### src/rtl/zood_pkg.sv
// Shared types and widths for the Zood grading back end (tally, round tracking, result handshake).
package zood_pkg;

  typedef enum logic [1:0] {
    IDLE    = 2'd0,
    COUNT   = 2'd1,
    UPDATE  = 2'd2,
    PRESENT = 2'd3
  } tally_state_t;

  localparam int PEG_W   = 3;  // holds a count of pegs, 0..NUM_PEGS
  localparam int CNT_W   = 3;
  localparam int ROUND_W = 4;
  localparam int SEEN_W  = 4;

endpackage

### src/rtl/grade_tally_if.sv
// Grading result bus: Zood stage inputs, new-game clear, and the valid/ack result toward the controller.
interface grade_tally_if;
  import zood_pkg::*;

  logic                clearMaster;
  logic                zoodDone;
  logic [SEEN_W-1:0]   seenOutZnarly;
  logic [SEEN_W-1:0]   seenOutZood;
  logic                gradeAck;
  logic [CNT_W-1:0]    numZnarly;
  logic [CNT_W-1:0]    numZood;
  logic [ROUND_W-1:0]  roundNum;
  logic                gradeValid;
  logic                win;
  logic                gameOver;
  logic                gradeError;
  logic                droppedGrade;

  modport master (
    output clearMaster, zoodDone, seenOutZnarly, seenOutZood, gradeAck,
    input  numZnarly, numZood, roundNum, gradeValid, win, gameOver, gradeError, droppedGrade
  );

  modport slave (
    input  clearMaster, zoodDone, seenOutZnarly, seenOutZood, gradeAck,
    output numZnarly, numZood, roundNum, gradeValid, win, gameOver, gradeError, droppedGrade
  );

endinterface

### src/rtl/grade_tally_peg_counter.sv
// Serial peg counter: captures both seen vectors and walks them one position per step.
module peg_counter
  import zood_pkg::*;
#(
  parameter int NUM_PEGS = 4
) (
  input  logic                CLOCK_50,
  input  logic                clear,
  input  logic                load,
  input  logic                step,
  input  logic [NUM_PEGS-1:0] zn_in,
  input  logic [NUM_PEGS-1:0] zd_in,
  output logic [CNT_W-1:0]    zn_cnt,
  output logic [CNT_W-1:0]    zd_cnt,
  output logic                last,
  output logic                overlap
);

  logic [NUM_PEGS-1:0] zn_r;
  logic [NUM_PEGS-1:0] zd_r;
  logic [1:0]          bit_idx;

  // NOTE: state uses non-blocking assignments so every register samples pre-edge values; the capture
  // registers are cleared too, since a clear must leave no stale vector behind for the next game.
  always_ff @(posedge CLOCK_50) begin
    if (clear) begin
      zn_r    <= '0;
      zd_r    <= '0;
      zn_cnt  <= '0;
      zd_cnt  <= '0;
      bit_idx <= '0;
    end else if (load) begin
      zn_r    <= zn_in;
      zd_r    <= zd_in;
      zn_cnt  <= '0;
      zd_cnt  <= '0;
      bit_idx <= '0;
    end else if (step) begin
      // Position under test is always bit 0; an overlapping position counts as exact only.
      zn_cnt  <= zn_cnt + CNT_W'(zn_r[0]);
      zd_cnt  <= zd_cnt + CNT_W'(zd_r[0] & ~zn_r[0]);
      zn_r    <= zn_r >> 1;
      zd_r    <= zd_r >> 1;
      bit_idx <= bit_idx + 2'd1;
    end
  end

  assign last    = (bit_idx == 2'(NUM_PEGS - 1));
  assign overlap = zn_r[0] & zd_r[0];

endmodule

### src/rtl/grade_tally.sv
// Grade tally: counts one graded guess, tracks rounds and win/game-over, and presents the result.
module grade_tally
  import zood_pkg::*;
#(
  parameter int NUM_PEGS   = 4,
  parameter int MAX_ROUNDS = 8
) (
  input  logic          CLOCK_50,
  input  logic          reset,
  grade_tally_if.slave  bus
);

  tally_state_t        state;
  logic                clear;
  logic                load;
  logic                step;
  logic [CNT_W-1:0]    zn_cnt;
  logic [CNT_W-1:0]    zd_cnt;
  logic                last;
  logic                overlap;

  logic [CNT_W-1:0]    num_zn;
  logic [CNT_W-1:0]    num_zd;
  logic [ROUND_W-1:0]  round_num;
  logic                grade_valid;
  logic                win_r;
  logic                game_over;
  logic                grade_error;
  logic                dropped;

  logic [ROUND_W:0]    round_inc;
  logic                win_next;

  assign clear     = reset | bus.clearMaster;
  assign load      = (state == IDLE) & bus.zoodDone & ~game_over;
  assign step      = (state == COUNT);
  assign round_inc = {1'b0, round_num} + 1'b1;
  assign win_next  = win_r | (zn_cnt == PEG_W'(NUM_PEGS));

  peg_counter #(.NUM_PEGS(NUM_PEGS)) u_peg_counter (
    .CLOCK_50 (CLOCK_50),
    .clear    (clear),
    .load     (load),
    .step     (step),
    .zn_in    (bus.seenOutZnarly),
    .zd_in    (bus.seenOutZood),
    .zn_cnt   (zn_cnt),
    .zd_cnt   (zd_cnt),
    .last     (last),
    .overlap  (overlap)
  );

  always_ff @(posedge CLOCK_50) begin
    if (clear) begin
      state       <= IDLE;
      num_zn      <= '0;
      num_zd      <= '0;
      round_num   <= '0;
      grade_valid <= 1'b0;
      win_r       <= 1'b0;
      game_over   <= 1'b0;
      grade_error <= 1'b0;
      dropped     <= 1'b0;
    end else begin
      // A pulse while a guess is in flight is lost; the in-flight capture is left alone.
      if (bus.zoodDone && state != IDLE) dropped <= 1'b1;

      case (state)
        IDLE: begin
          if (load) state <= COUNT;
        end
        COUNT: begin
          if (overlap) grade_error <= 1'b1;
          if (last)    state       <= UPDATE;
        end
        UPDATE: begin
          num_zn <= zn_cnt;
          num_zd <= zd_cnt;
          if (round_num != ROUND_W'(MAX_ROUNDS)) round_num <= round_inc[ROUND_W-1:0];
          win_r       <= win_next;
          game_over   <= game_over | win_next | (round_inc == (ROUND_W+1)'(MAX_ROUNDS));
          grade_valid <= 1'b1;
          state       <= PRESENT;
        end
        PRESENT: begin
          if (bus.gradeAck) begin
            grade_valid <= 1'b0;
            state       <= IDLE;
          end
        end
        default: state <= IDLE;
      endcase
    end
  end

  assign bus.numZnarly    = num_zn;
  assign bus.numZood      = num_zd;
  assign bus.roundNum     = round_num;
  assign bus.gradeValid   = grade_valid;
  assign bus.win          = win_r;
  assign bus.gameOver     = game_over;
  assign bus.gradeError   = grade_error;
  assign bus.droppedGrade = dropped;

endmodule

### src/flat_wrapper.sv
// flat-port wrapper written by rule: the top's interface ports become plain ports
module grade_tally_flat import zood_pkg::*;
#(
  parameter int NUM_PEGS   = 4,
  parameter int MAX_ROUNDS = 8
)
  (CLOCK_50, reset, bus_clearMaster, bus_zoodDone, bus_seenOutZnarly, bus_seenOutZood, bus_gradeAck, bus_numZnarly, bus_numZood, bus_roundNum, bus_gradeValid, bus_win, bus_gameOver, bus_gradeError, bus_droppedGrade);
  grade_tally_if bus_i ();
  input  logic CLOCK_50;
  input  logic reset;
  input wire logic [$bits(bus_i.clearMaster)-1:0] bus_clearMaster;
  input wire logic [$bits(bus_i.zoodDone)-1:0] bus_zoodDone;
  input wire logic [$bits(bus_i.seenOutZnarly)-1:0] bus_seenOutZnarly;
  input wire logic [$bits(bus_i.seenOutZood)-1:0] bus_seenOutZood;
  input wire logic [$bits(bus_i.gradeAck)-1:0] bus_gradeAck;
  output wire logic [$bits(bus_i.numZnarly)-1:0] bus_numZnarly;
  output wire logic [$bits(bus_i.numZood)-1:0] bus_numZood;
  output wire logic [$bits(bus_i.roundNum)-1:0] bus_roundNum;
  output wire logic [$bits(bus_i.gradeValid)-1:0] bus_gradeValid;
  output wire logic [$bits(bus_i.win)-1:0] bus_win;
  output wire logic [$bits(bus_i.gameOver)-1:0] bus_gameOver;
  output wire logic [$bits(bus_i.gradeError)-1:0] bus_gradeError;
  output wire logic [$bits(bus_i.droppedGrade)-1:0] bus_droppedGrade;
  assign bus_i.clearMaster = bus_clearMaster;
  assign bus_i.zoodDone = bus_zoodDone;
  assign bus_i.seenOutZnarly = bus_seenOutZnarly;
  assign bus_i.seenOutZood = bus_seenOutZood;
  assign bus_i.gradeAck = bus_gradeAck;
  assign bus_numZnarly = bus_i.numZnarly;
  assign bus_numZood = bus_i.numZood;
  assign bus_roundNum = bus_i.roundNum;
  assign bus_gradeValid = bus_i.gradeValid;
  assign bus_win = bus_i.win;
  assign bus_gameOver = bus_i.gameOver;
  assign bus_gradeError = bus_i.gradeError;
  assign bus_droppedGrade = bus_i.droppedGrade;
  grade_tally #(.NUM_PEGS(NUM_PEGS), .MAX_ROUNDS(MAX_ROUNDS)) u_core (.CLOCK_50(CLOCK_50), .reset(reset), .bus(bus_i));
endmodule
### config.mk
export PLATFORM = sky130hd
export DESIGN_NAME = grade_tally_flat
export DESIGN_NICKNAME = d
export VERILOG_FILES = /design/src/rtl/zood_pkg.sv /design/src/rtl/grade_tally_if.sv /design/src/rtl/grade_tally_peg_counter.sv /design/src/rtl/grade_tally.sv /design/src/flat_wrapper.sv
export SDC_FILE = /design/constraint.sdc
export NUM_CORES = 1
export LEC_CHECK = 0
export CAP_MARGIN = 40
export CORE_MARGIN = 5
export CORE_UTILIZATION = 46
export DETAILED_ROUTE_END_ITERATION = 10
export PLACE_DENSITY = 0.84
export SLEW_MARGIN = 25
export SYNTH_ARGS = -nofsm -noshare
export SYNTH_HDL_FRONTEND = slang
export SYNTH_SLANG_ARGS = --single-unit
### constraint.sdc
create_clock -name CLOCK_50 -period 1.2 [get_ports CLOCK_50]
set_input_delay 0.18 -clock CLOCK_50 [delete_from_list [all_inputs] [get_ports CLOCK_50]]
set_output_delay 0.18 -clock CLOCK_50 [all_outputs]
set_load 0.1 [all_outputs]
==> impl_metrics.env <==
export IMPL_outcome="finished, violations left"
export IMPL_violations="negative setup slack"
export IMPL_crit_path_max_incr_delay_ns=0.38
export IMPL_boundaryPins=28
export IMPL_p_per_area_nw_per_um2=859
export IMPL_crit_slowest_cell="dfxtp_4"
export IMPL_hold_viol_final=0
export IMPL_intPower_uw=1470
export IMPL_slew_limit_headroom_pct=79.6
export IMPL_syn_area_um2=1480
export IMPL_grtUsageTotal_pct=19.1
export IMPL_synth_seq_area_share_pct=44.7
export IMPL_firstDrtPassIters=4
export IMPL_clkPwrFrac_pct=30.7
export IMPL_die_h_um=66.7
export IMPL_synthesis_nets=177
export IMPL_cts_sinks=33
export IMPL_cp_max_fo=3
export IMPL_post_place_ws_ns=-0.249
export IMPL_clock_latency_ns=0.34
export IMPL_fin_skew_ns=0.00909
export IMPL_cts_buffers=5
export IMPL_cts_tree="done"
export IMPL_avgSynthCellArea_um2=9.67
export IMPL_swShare_pct=27.1
export IMPL_setup_viol=11
export IMPL_path_clk_slew_ns=0.11
export IMPL_seq_power_share_pct=55.7
export IMPL_nets=224
export IMPL_fin_crit_ns=1.27
export IMPL_overflow=0
export IMPL_pwr_share_comb_pct=13.6
export IMPL_yosysWarnings=0
export IMPL_finalCritPeriodShare_pct=106
export IMPL_leakagePower_uw=0.000884
export IMPL_area_growth_pct=58.8
export IMPL_crit_arrival_ns=1.55
export IMPL_path_class="reg -> reg"
export IMPL_switchingPower_uw=547
export IMPL_hp_class="in -> reg"
export IMPL_synth_area_leaders="dfxtp_1 45%, mux2i_1 14%, ha_1 9.3%"
export IMPL_synthCells=153
export IMPL_whs_ns=0.438
export IMPL_grt_pass1_vias=1348
export IMPL_crit_chain="inv_4 -> ha_4 -> and3b_1 -> or3_1 -> a21oi_1"
export IMPL_dr_first_iter_drc_count=22
export IMPL_dieArea_um2=4450
export IMPL_post_route_util_pct=76.3
export IMPL_ant_nets=0
export IMPL_grt_pass1_wl_um=6220
export IMPL_cp_end_kind="flop"
export IMPL_numPortBuffers=27
export IMPL_drive_gt1_share_pct=41.8
export IMPL_dr_total_vias=1282
export IMPL_timing_final_max_slew_violations=0
export IMPL_yosys_area_top_type="dfxtp_1"
export IMPL_clock_path_buffers=2
export IMPL_cp_start_kind="flop"
export IMPL_setup_ws_ns=-0.0691
export IMPL_holdBufCountCts=0
export IMPL_diodes=0
export IMPL_cap_violations=0
export IMPL_die_w_um=66.7
export IMPL_viasPerCell=5.23
export IMPL_post_drt_wl_per_cell_um=16.1
export IMPL_worst_slew_pin_slew_ns=0.304
export IMPL_drc=0
export IMPL_synth_seq_cells=33
export IMPL_grt_antenna_before_repair=0
export IMPL_htreeDepth=2
export IMPL_initial_core_util_pct=48.0
export IMPL_synth_top_area_share_pct=44.7
export IMPL_grt_start_max_net_pins=23
export IMPL_gp_congestion=0.744
export IMPL_fmax_ghz=0.788
export IMPL_grt_setup_unrepaired="yes"
export IMPL_rows=20
export IMPL_synth_cell_types=29
export IMPL_peakVddDrop_uv=573
export IMPL_coreArea_um2=3080
export IMPL_routed_wl_um=3940
export IMPL_n_fill_cell=191
export IMPL_post_dp_hpwl_um=2590
export IMPL_root_buffer="clkbuf_4"
export IMPL_cp_required_ns=1.48
==> logic make-up (layout without fill, tap and decap cells) <==
logic type,after synthesis,after routing,share of synthesized area [%]
adder cells (fa/ha/maj),11,11,9.31
buffers and inverters,12,59,4.40
AND/OR/NAND/NOR,52,53,16.5
flip-flops,33,33,44.7
AO/OA/AOI/OAI,21,21,9.22
XOR/XNOR,4,4,2.37
multiplexers,20,20,13.5
==> cell usage in the layout (no fill, tap or decap), types with 4 or more instances in the layout <==
cell type / netlist / routed
dfxtp_2: 0 / 13
ha_4: 0 / 7
nor2_1: 28 / 28
a211oi_1: 6 / 4
buf_4: 1 / 12
clkbuf_4: 0 / 5
dfxtp_4: 0 / 4
buf_12: 0 / 17
a21oi_1: 7 / 5
mux2i_1: 20 / 18
clkdlybuf4s50_1: 0 / 12
nand2_1: 8 / 5
dfxtp_1: 33 / 16
==> cell usage after synthesis <==
master and number:
dfxtp_1 33, nor2_1 28, mux2i_1 20, ha_1 11
nand2_1 8, a21oi_1 7, a211oi_1 6, inv_1 6
nor2b_1 6, o21ai_0 3, xor2_1 3, a211o_1 2
buf_6 2, clkbuf_1 2, nand4_1 2, a2bb2oi_1 1
a31oi_1 1, and3b_1 1, buf_2 1, buf_4 1
nand2b_1 1, nand3b_1 1, nand3b_2 1, nor3_1 1
nor3b_1 1, o41ai_1 1, or2_0 1, or3_1 1
xnor2_1 1
==> metrics by stage <==
| stage | setup TNS [ns] | total power, uW | std cells | instance area (um2) |
|---|---|---|---|---|
| after floorplan | -0.592 | 1290 | 153 | 1560 |
| after global placement | -3.28 | 1370 | 231 | 2100 |
| after detailed placement | -4.38 | 1380 | 231 | 2100 |
| after CTS | -0.229 | 2010 | 242 | 2260 |
| after global routing | -1.14 | 2100 | 245 | 2350 |
| final | -0.364 | 2020 | 245 | 2350 |
==> final cells by class <==
class | count | area [um2] | area share [%]
clock buffers | 6 | 41.3 | 1.76
clock inverters | 2 | 10.0 | 0.426
inverters | 6 | 25.0 | 1.07
multi-input cells | 109 | 926 | 39.4
flip-flops and latches | 33 | 692 | 29.5
well taps | 44 | 55.1 | 2.34
repair buffers | 45 | 599 | 25.5
==> power by group through the flow <==
stage	clock network [uW]	registers [uW]	logic [uW]
after floorplan	0	1150	139
after global placement	0	1140	225
after detailed placement	0	1140	236
after CTS	630	1120	258
after global routing	684	1130	293
final	620	1120	274
==> layer usage <==
layer	track usage, %	part of all wire (%)	vias to the layer above
met2	35.0	55	27
met4	8.38	2.3	0
li1	-	-	623
met3	6.41	4.5	12
met1	19.5	39	620
met5	0	0	-
==> path summary, 6_finish.rpt <==
kind                                              from                           end  slack, ns  cells past startpoint
worst min register to register   u_core.bus.gradeValid         u_core.bus.gradeValid       0.53                      2
worst min-delay path              bus_seenOutZnarly[1]  u_core.u_peg_counter.zn_r[1]       0.44                      3
worst max register to register  u_core.bus.roundNum[1]        u_core.bus.roundNum[0]      -0.07                      5
worst max-delay path            u_core.bus.roundNum[1]        u_core.bus.roundNum[0]      -0.07                      5
==> flip-flops by register name, indices dropped and copies added, names as in the netlist, 2 cells and up <==
signal / cells
u_core.bus.roundNum: 4
u_core.u_peg_counter.zd_r: 4
u_core.u_peg_counter.bit_idx: 2
u_core.state: 2
u_core.bus.numZnarly: 3
u_core.bus.numZood: 3
u_core.u_peg_counter.zn_cnt: 3
u_core.u_peg_counter.zn_r: 4
u_core.u_peg_counter.zd_cnt: 3
==> worst max-delay path: cells and delay by family (launching register included) <==
family	cells	cell delay, ns
compound gates	1	0.12
simple gates	2	0.52
flops	1	0.38
buf+inv	1	0.04
fa+ha+maj	1	0.15
==> what timing repair did <==
action                     4_1_cts  5_1_grt
buffers inserted                 2        3
gates cloned                     1        0
gates resized for setup         20       15
setup endpoints to repair       32       23
hold endpoints to repair         0        0
pin swaps                        6        2
No activity file was read; power rests on OpenSTA's default activity.
